## src/rtl/prog_counter.sv

```systemverilog
// Programmable up/down counter with wrap, saturate and one-shot modes.
// Provides a terminal-count pulse, a sticky overflow flag, and IDLE/RUN/DONE control.
module prog_counter #(
  parameter int unsigned             WIDTH   = 32,
  parameter logic [WIDTH-1:0]        RST_VAL = '0
) (
  input  logic             clk,
  input  logic             rst,
  input  logic             en,
  input  logic             start,
  input  logic             stop,
  input  logic             load,
  input  logic [WIDTH-1:0] load_val,
  input  logic             dir,
  input  logic [WIDTH-1:0] limit,
  input  logic [1:0]       mode,
  input  logic             ovf_clr,
  output logic [WIDTH-1:0] count,
  output logic             tc,
  output logic             busy,
  output logic             done,
  output logic             ovf
);

  typedef enum logic [1:0] {IDLE, RUN, DONE} state_t;
  typedef enum logic [1:0] {M_WRAP, M_SAT, M_ONESHOT, M_RSVD} mode_t;

  localparam logic [WIDTH-1:0] ONE = WIDTH'(1);

  state_t           state_q, state_d;
  logic [WIDTH-1:0] count_d;
  logic             tc_d;
  logic             ovf_d;
  logic             ovf_set;
  logic             terminal;
  mode_t            mode_e;

  assign mode_e   = mode_t'(mode);
  assign terminal = dir ? (count == '0) : (count >= limit);

  always_comb begin
    state_d = state_q;
    count_d = count;
    tc_d    = 1'b0;
    ovf_set = 1'b0;
    if (load) begin
      // load freezes the FSM and suppresses any step for this cycle
      count_d = load_val;
    end else begin
      unique case (state_q)
        IDLE: if (start) state_d = RUN;
        RUN: begin
          if (stop) begin
            state_d = IDLE;
          end else if (en) begin
            if (terminal) begin
              tc_d = 1'b1;
              unique case (mode_e)
                M_SAT:     ovf_set = 1'b1;
                M_ONESHOT: state_d = DONE;
                default: begin
                  ovf_set = 1'b1;
                  count_d = dir ? limit : '0;
                end
              endcase
            end else begin
              count_d = dir ? (count - ONE) : (count + ONE);
            end
          end
        end
        DONE: begin
          if (start) begin
            state_d = RUN;
            count_d = dir ? limit : '0;
          end
        end
        default: state_d = IDLE;
      endcase
    end
    // a new terminal event outranks a simultaneous clear
    ovf_d = ovf_set | (ovf & ~ovf_clr);
  end

  always_ff @(posedge clk or posedge rst) begin
    if (rst) begin
      state_q <= IDLE;
      count   <= RST_VAL;
      tc      <= 1'b0;
      ovf     <= 1'b0;
    end else begin
      state_q <= state_d;
      count   <= count_d;
      tc      <= tc_d;
      ovf     <= ovf_d;
    end
  end

  assign busy = (state_q == RUN);
  assign done = (state_q == DONE);

endmodule

```

## config.mk

```make
export PLATFORM = sky130hd
export DESIGN_NAME = prog_counter
export DESIGN_NICKNAME = d
export VERILOG_FILES = /design/src/rtl/prog_counter.sv
export SDC_FILE = /design/constraint.sdc
export NUM_CORES = 1
export LEC_CHECK = 0
export CAP_MARGIN = 40
export CORE_MARGIN = 5
export CORE_UTILIZATION = 50
export DETAILED_ROUTE_END_ITERATION = 16
export PLACE_DENSITY = 0.8
export SLEW_MARGIN = 20
export SYNTH_ARGS = -nofsm -noshare
export SYNTH_HDL_FRONTEND = slang
export SYNTH_SLANG_ARGS = --single-unit
```

## constraint.sdc

```tcl
create_clock -name clk -period 5.6 [get_ports clk]
set_input_delay 0.84 -clock clk [delete_from_list [all_inputs] [get_ports clk]]
set_output_delay 0.84 -clock clk [all_outputs]
set_load 0.01 [all_outputs]
```

### Yosys cells after proc, flatten, opt, wreduce, memory -nomap -nowiden

Index checks and enable logic that the tools add are counted.

| cells by class | value |
|---|---|
| $add $sub $neg | 2 |
| order comparisons | 1 |
| equality and inequality tests | 12 |
| multiplexer cells | 27 |
| bitwise gates (word level) | 4 |
| reductions and logical operators | 7 |

Operators by type and width:

| cell | number |
|---|---|
| 32-bit two-way mux | 8 |
| 32-bit case mux with 2 select lines | 1 |
| 32-bit by 1-bit adder with 32-bit output, second input constant | 1 |
| 32-bit >= comparator | 1 |
| 32-bit zero test | 1 |
| 32-bit by 1-bit subtractor with 32-bit output, second input constant | 1 |
| 1-bit two-way mux | 12 |
| 3-bit inequality test, second input constant | 4 |
| 2-bit two-way mux | 5 |
| 5-bit AND reduction | 2 |
| 3-bit by 2-bit inequality test with 1-bit output, second input constant | 2 |
| 2-bit by 1-bit equality test with 1-bit output, second input constant | 2 |
| 2-bit equality test, second input constant | 2 |
| 4-bit inequality test, second input constant | 1 |
| 2-bit case mux with 2 select lines | 1 |
| 2-bit OR reduction | 2 |
| 3-bit nonzero test | 1 |
| 2-bit zero test | 1 |
| 2-bit by 1-bit inequality test with 1-bit output, second input constant | 1 |
| 1-bit inverter | 2 |
| 1-bit AND | 1 |
| 1-bit OR | 1 |

| storage, ports and cells | value |
|---|---|
| flip-flop bits (word level) | 36 |
| bits of input ports | 74 |
| output and inout bits | 36 |
| word-level logic and storage cells | 57 |

### Depth between registers and ports, before layout

Gate-level depths: netlist (run 1).

| depth | value |
|---|---|
| word-level depth | 8 |
| gate-level depth with buffers | 13 |
| gate-level depth less buffers | 11 |

### Worst setup path after synthesis (run 1)

OpenSTA, ideal clock, no wires.

| path | value |
|---|---|
| path kind | input-to-reg |
| start | input port dir |
| end | register count[28] |
| setup time | 124 ps |
| arrival time | 3061 ps |
| slack | 2415 ps |
| cell stages on the path | 11 |
| buffers on the path | 0 |
| cell sequence | inv_1 -> fa_1 -> nand2b_1 -> a21o_1 -> a211oi_1 -> o211ai_1 -> a31oi_1 -> a2111oi_1 -> o211ai_1 -> o31ai_1 -> o31a_1 |

| on the way | value |
|---|---|
| longest elaborated chain between the ends | 7 |
| elaborated cells on any way between the ends | 12 |
| classes of those cells | 1 x eq/ne; 10 x mux; 1 x reduce/logical |

RTL lines:

| what | line | RTL |
|---|---|---|
| start: declaration | 14 | `input logic dir,` |
| 32-bit two-way mux | 63, 74 |  |
| 32-bit two-way mux | 58 | `unique case (mode_e)` |
| 32-bit two-way mux | 56 | `if (terminal) begin` |
| 32-bit two-way mux | 55 | `end else if (en) begin` |
| 32-bit two-way mux | 53 | `if (stop) begin` |
| 32-bit case mux with 2 select lines | 50 | `unique case (state_q)` |
| 32-bit two-way mux | 46 | `if (load) begin` |
| end signal: assignment | 92 | `count <= count_d;` |
| end: declaration | 18 | `output logic [WIDTH-1:0] count,` |

Several ways; a longest one is shown, not always the timed one. The select of a mux whose other input is x is not followed.
A chain may end at the register's enable or synchronous reset.

### Worst setup path in the final report (run 1)

Ends and elaborated chain as after synthesis.

==> qor.csv, run 1 <==
stage,metric,value,unit
logic_synthesis,synth-edff-count,0,
power_and_ir_drop,cellInternalPower,1.36,mW
clocking,numCtsBuffers,5,
power_and_ir_drop,ir_worst_vdd,234,µV
sta,max_freq,0.251,GHz
clocking,cts_setup_buffers,0,
drt,wl_per_cell,18.2,µm
final_layout,final_cell_mix,"109 x clkdlybuf4s50_1, 66 x nand2_1, 63 x ha_1",
power_and_ir_drop,switching_share,47.2,%
placement,dp.final_hpwl,11.3,mm
sta,setup_tns,0,ps
final_layout,multiInputGateArea,3380,µm²
drt,via_per_inst,6.13,
final_layout,final_common_cell,clkdlybuf4s50_1,
clocking,clkLatencyLatePin,300,ps
logic_synthesis,async_reset_ff_share,100,%
power_and_ir_drop,total_power,2.58,mW
die,start_util,50.5,%
critical_path,crit_slowest_cell,clkdlybuf4s50_1,
sta,fin_worst_skew,13.4,ps
logic_synthesis,synth_cell_types,65,
clocking,ctsHoldBuffers,0,
sta,period_share,71.1,%
final_layout,fillCellCount,777,
sta,hold_viol,0,
drt,vias,4937,
critical_path,critPathMaxStageDelay,490,ps
critical_path,path_cells,clkdlybuf4s50_1 -> buf_4 -> ha_1 -> a21oi_1 -> o21ai_0 -> or2_0 -> o211ai_1 -> a31oi_1 -> a2111oi_1 -> o31ai_1 -> o31a_1,
drt,wirelength,14.7,mm
sta,setup_viol,0,
power_and_ir_drop,pwr-share-seq,20.3,%
clocking,cts_resized,0,
drt,first_pass_iters,5,
logic_synthesis,synth_fp_nets,732,
die,coreArea,9060,µm²
logic_synthesis,synth_warnings,0,
final_layout,synthToLayoutAreaGrowth,28.4,%
min_path,hold_class,reg -> reg,
global_route,grt_usage,26.0,%
global_route,grt_pass1_vias,4832,
sta,slew_headroom,47.0,%
power_and_ir_drop,clock_power_share,10.3,%
drt,drc,0,
die,die_w,106,µm
power_and_ir_drop,p_leak,2.71,nW
final_layout,final_net_count,832,
clocking,h-tree-depth,2,
drt,ant_nets,0,
critical_path,cp-start-kind,input pin,
sta,finalCriticalPeriod,3980,ps
die,io_pins,110,
sta,tightestPinTransition,792,ps
sta,rsz0062_at_grt,false,
die,die_h,106,µm
placement,port-buffer-count,109,
final_layout,antennaDiodeCount,0,
global_route,antenna_found_initial,0,
global_route,grt_max_degree,37,
sta,slew_viol_final,0,
logic_synthesis,synth-main-ff-cell,dfrtp_1,
critical_path,worstPathMaxFanout,36,
clocking,clockRootBuffer,clkbuf_8,
final_layout,stdcell_count,806,
drt,first_iter_violations,247,
final_layout,seq_area,901,µm²
critical_path,worstPathRequired,5790,ps
die,die-area,11200,µm²
logic_synthesis,syn_area,4580,µm²
power_and_ir_drop,power_frac_comb,69.4,%
clocking,clk_pin_slew,90,ps
critical_path,crit_path_end_kind,flop,
critical_path,critPathArrivalTime,4170,ps
logic_synthesis,netlist_instances,594,
outcome,outcome,completed,
placement,gp_congestion,0.947,
power_and_ir_drop,power.density,439,nW/µm²
logic_synthesis,ys_seq_elements,36,
logic_synthesis,syn_avg_cell_area,7.71,µm²
die,rows,35,
clocking,clkSinkCount,36,
critical_path,crit_type,in -> reg,
job,drv_cap,0,
placement,placed_cells,798,
power_and_ir_drop,p_switching,1.22,mW
clocking,clock_path_buffers,2,
clocking,cts_tree,done,
logic_synthesis,synth_sequential_area_ratio,19.7,%
global_route,gr-total-overflow,0,
global_route,grt_first_pass_wirelength,23.9,mm
final_layout,drive_above_1_share,4.46,%
==> path summary, 6_finish.rpt <==
check,start,endpoint,slack (ps),cells after the start
max,dir,count[28],1620,11
max reg2reg,count[10],count[29],2150,10
min reg2reg,ovf,ovf,570,2
min,ovf,ovf,570,2
min in group asynchronous,rst,count[8],970,3
max in group asynchronous,rst,count[23],4260,3
==> cell families after synthesis <==
group                    count (synthesis)  synth area share (%)
AO/OA/AOI/OAI                          212                  31.6
XOR/XNOR                                24                  4.59
multiplexers                             3                 0.683
AND/OR/NAND/NOR                        183                  19.3
buffers and inverters                   72                  6.48
adder cells (fa/ha/maj)                 64                  17.7
flip-flops                              36                  19.7
==> sequential cells by signal, indices dropped and copies added, names as in the netlist <==
signal   flops
count       32
ovf          1
state_q      2
tc           1
==> synth_stat cells, drive strengths merged, types with 2 or more instances <==
cell type	count	area [µm²]
a2111oi	2	18.8
a211o	4	35.0
a211oi	12	95.1
a21boi	2	15.0
a21o	22	165
a21oi	50	258
a221o	3	30.0
a221oi	20	188
a2bb2oi	2	17.5
a31oi	7	43.8
and2	6	37.5
and3	7	43.8
buf	10	63.8
clkbuf	14	52.6
dfrtp	36	901
ha	63	788
inv	47	176
mux2i	2	20.0
nand2	66	248
nand2b	11	68.8
nand3	9	45.0
nand3b	3	22.5
nand4	7	43.8
nor2	44	165
nor2b	4	25.0
nor3	6	35.0
nor4	10	68.8
o211a	2	20.0
o211ai	4	30.0
o21a	7	52.6
o21ai	40	200
o21bai	2	15.0
o22ai	4	25.0
o31a	2	17.5
o31ai	19	143
or2	4	25.0
or3	2	17.5
xnor2	18	158
xor2	6	52.6
==> final cells by class <==
type                    count  area share [%]
multi-input cells         486            57.5
repair buffers            117            19.6
flip-flops and latches     36            15.3
inverters                  48            3.06
well taps                 111            2.36
clock buffers               7            1.64
clock inverters             1           0.511
==> power by group through the flow <==
stage | registers (mW) | logic [mW] | clock network, mW
CTS | 0.519 | 1.78 | 0.272
global placement | 0.522 | 1.72 | 0
detailed placement | 0.523 | 1.76 | 0
global route | 0.542 | 1.97 | 0.280
floorplan | 0.516 | 1.18 | 0
finish | 0.523 | 1.79 | 0.266
==> layer usage <==
layer,track usage (%),wire length (µm),vias up
met5,0,0,-
met1,34.4,6350,2313
met2,43.4,7010,206
li1,-,-,2397
met3,4.29,1100,21
met4,7.68,234,0
==> metrics by stage <==
stage | instance area (µm²) | setup WS [ps] | utilization, % | hold slack, ps
floorplan | 4580 | 2410 | - | 508
global placement | 5750 | 1490 | 63.5 | 523
detailed placement | 5750 | 1360 | 63.5 | 559
CTS | 5880 | 1660 | 64.9 | 573
global route | 5880 | 1370 | 64.9 | 601
finish | 5880 | 1620 | 64.9 | 570
==> critical path, delay by kind of cell <==
family	cells	cell delay (ps)
fa+ha+maj	1	380
simple gates	1	260
buf+inv	2	890
compound gates	7	1770
Note: power is estimated with default switching activity, not from simulation.
==> run 2: changes to the inputs <==
Settings changed: CORE_UTILIZATION 50 to 47, PLACE_DENSITY 0.8 to 0.79.
Clock period 5.6 ns to 3.4 ns, I/O delays scaled along.
==> qor.csv, run 2 (same netlist as run 1, synthesis figures left out) <==
stage,metric,value,unit,change
die,coreArea,9640,µm²,was 9060 µm²
power_and_ir_drop,clock_power_share,7.2,%,was 10.3%
drt,wl_per_cell,17.2,µm,was 18.2 µm
drt,via_per_inst,5.75,,was 6.13
final_layout,regMostFlops,count,,unchanged
placement,port-buffer-count,109,,unchanged
drt,ant_nets,0,,unchanged
drt,wl_met3,914,µm,was 1.10 mm
global_route,grt_pass1_vias,5442,,was 4832
sta,setup_viol,0,,unchanged
final_layout,antennaDiodeCount,0,,unchanged
final_layout,largestRegisters,"count x32, state_q x2",,unchanged
sta,slew_headroom,63.8,%,was 47.0%
power_and_ir_drop,power_frac_comb,74.8,%,was 69.4%
clocking,cts_tree,done,,unchanged
global_route,antenna_found_initial,0,,unchanged
global_route,gr-total-overflow,0,,unchanged
die,die-area,11800,µm²,was 11200 µm²
placement,dp_slack,-312,ps,was 1360 ps
sta,hold_ws,562,ps,was 570 ps
drt,first_pass_iters,5,,unchanged
clocking,clk_pin_slew,80,ps,was 90 ps
sta,max_freq,0.304,GHz,
final_layout,synthToLayoutAreaGrowth,45.6,%,was 28.4%
critical_path,crit_type,in -> reg,,unchanged
sta,setup_ws,106,ps,was 1620 ps
power_and_ir_drop,p_switching,2.17,mW,was 1.22 mW
sta,slew_viol_final,0,,unchanged
die,start_util,47.5,%,was 50.5%
power_and_ir_drop,p_leak,3.20,nW,was 2.71 nW
clocking,ctsHoldBuffers,0,,unchanged
sta,tightestPinTransition,542,ps,was 792 ps
drt,wirelength,15.9,mm,was 14.7 mm
min_path,hold_class,reg -> reg,,unchanged
sta,period_share,96.9,%,
drt,vias,5294,,was 4937
final_layout,final_common_cell,clkdlybuf4s50_1,,unchanged
die,die_h,109,µm,was 106 µm
clocking,h-tree-depth,2,,unchanged
drt,drc,0,,unchanged
global_route,grt_max_degree,37,,unchanged
clocking,clkSinkCount,36,,unchanged
critical_path,cp-start-kind,input pin,,unchanged
job,drv_cap,0,,unchanged
drt,dr_wl_met2,7.63,mm,was 7.01 mm
final_layout,final_area,6670,µm²,was 5880 µm²
sta,setup_tns,0,ps,unchanged
die,io_pins,110,,unchanged
drt,met1_length,6.83,mm,was 6.35 mm
placement,placed_area,6510,µm²,was 5750 µm²
clocking,clockRootBuffer,clkbuf_8,,unchanged
drt,top_layer,met4,,unchanged
drt,first_iter_violations,309,,was 247
sta,rsz0062_at_grt,false,,unchanged
sta,finalCriticalPeriod,3290,ps,
power_and_ir_drop,power.density,712,nW/µm²,was 439 nW/µm²
clocking,clock_path_buffers,2,,unchanged
critical_path,crit_path_end_kind,flop,,unchanged
sta,fin_worst_skew,9.30,ps,was 13.4 ps
power_and_ir_drop,pwr-share-seq,17.9,%,was 20.3%
global_route,grt_usage,27.3,%,was 26.0%
critical_path,cp_top_family,simple AND/OR/NAND/NOR gates,,was compound AO/OA/AOI/OAI gates
critical_path,crit_slowest_cell,clkdlybuf4s50_1,,unchanged
clocking,numCtsBuffers,5,,unchanged
sta,hold_viol,0,,unchanged
global_route,grt_first_pass_wirelength,26.0,mm,was 23.9 mm
die,rows,36,,was 35
final_layout,largest_reg_flops,32,,unchanged
critical_path,worstPathMaxFanout,9,,was 36
power_and_ir_drop,cellInternalPower,2.57,mW,was 1.36 mW
final_layout,final_net_count,925,,was 832
clocking,clkLatencyLatePin,300,ps,about the same
critical_path,path_buf_inv,3,,was 2
final_layout,final_util,69.1,%,was 64.9%
final_layout,final_cell_mix,"108 x clkdlybuf4s50_1, 97 x buf_4, 66 x nand2_1",,"was 109 x clkdlybuf4s50_1, 66 x nand2_1, 63 x ha_1"
placement,gp_congestion,0.902,,was 0.947
critical_path,critPathMaxStageDelay,490,ps,about the same
critical_path,worstPathRequired,3630,ps,was 5790 ps
die,die_w,109,µm,was 106 µm
outcome,outcome,completed,,unchanged
placement,dp.final_hpwl,12.8,mm,was 11.3 mm
critical_path,path_cells,clkdlybuf4s50_1 -> inv_1 -> ha_1 -> nand4_1 -> nor4_4 -> buf_4 -> a221oi_2 -> o22ai_2 -> a21o_1 -> o31a_4 -> or4_4 -> nor3_2 -> nand3b_1,,was clkdlybuf4s50_1 -> buf_4 -> ha_1 -> a21oi_1 -> o21ai_0 -> or2_0 -> o211ai_1 -> a31oi_1 -> a2111oi_1 -> o31ai_1 -> o31a_1
critical_path,critPathArrivalTime,3530,ps,was 4170 ps
final_layout,drive_above_1_share,16.5,%,was 4.46%
power_and_ir_drop,switching_share,45.8,%,was 47.2%
power_and_ir_drop,ir_worst_vdd,372,µV,was 234 µV
run 2: per-stage QoR:
step           total power [mW]  instances
3_5_place_dp               4.31        912
5_1_grt                    5.15        921
2_1_floorplan              2.79        594
3_3_place_gp               4.21        912
4_1_cts                    4.68        920
6_report                   4.74        921
run 2: final timing paths:
check | startpoint | to | slack (ps) | depth (start not counted)
worst min register to register | ovf | ovf | 560 | 2
max in group asynchronous | rst | count[23] | 2430 | 3
worst min-delay path | ovf | ovf | 560 | 2
min in group asynchronous | rst | count[3] | 630 | 3
worst max-delay path | limit[28] | count[31] | 110 | 13
worst max register to register | count[31] | count[31] | 340 | 11
run 2: power by group through the flow:
stage / logic, mW / registers [mW] / clock network (mW)
6_report: 3.55 / 0.851 / 0.343
3_3_place_gp: 3.36 / 0.848 / 0
4_1_cts: 3.49 / 0.849 / 0.347
5_1_grt: 3.90 / 0.881 / 0.364
2_1_floorplan: 1.94 / 0.850 / 0
3_5_place_dp: 3.45 / 0.857 / 0
run 2: cell type report:
type	count	area, µm²
inverter	48	180
clock inverter	2	10.0
clock buffer	6	82.6
tap	133	166
multi-input combinational	486	3430
fill	828	2970
sequential	36	901
timing repair buffer	210	1890
run 2: worst register-to-register path: stages (launching register included):
cell and delay, ps:
dfrtp_1 480, ha_1 340, nand4_1 230, nor4_4 60, buf_4 140, a221oi_2 250, o22ai_2 120, a21o_1 220
o31a_4 400, or4_4 490, nor3_2 100, nand3b_1 130
run 2: routing by layer:
metal / global-route usage (%) / vias up
li1: - / 2585
met5: 0 / -
met3: 3.49 / 41
met1: 34.6 / 2473
met4: 10.1 / 0
met2: 47.3 / 195
run 2: timing repair:
action / in CTS / in global routing
setup buffers: 0 / 1
setup endpoints to repair: 2 / 32
pin swaps: 0 / 3
gates resized for setup: 2 / 11
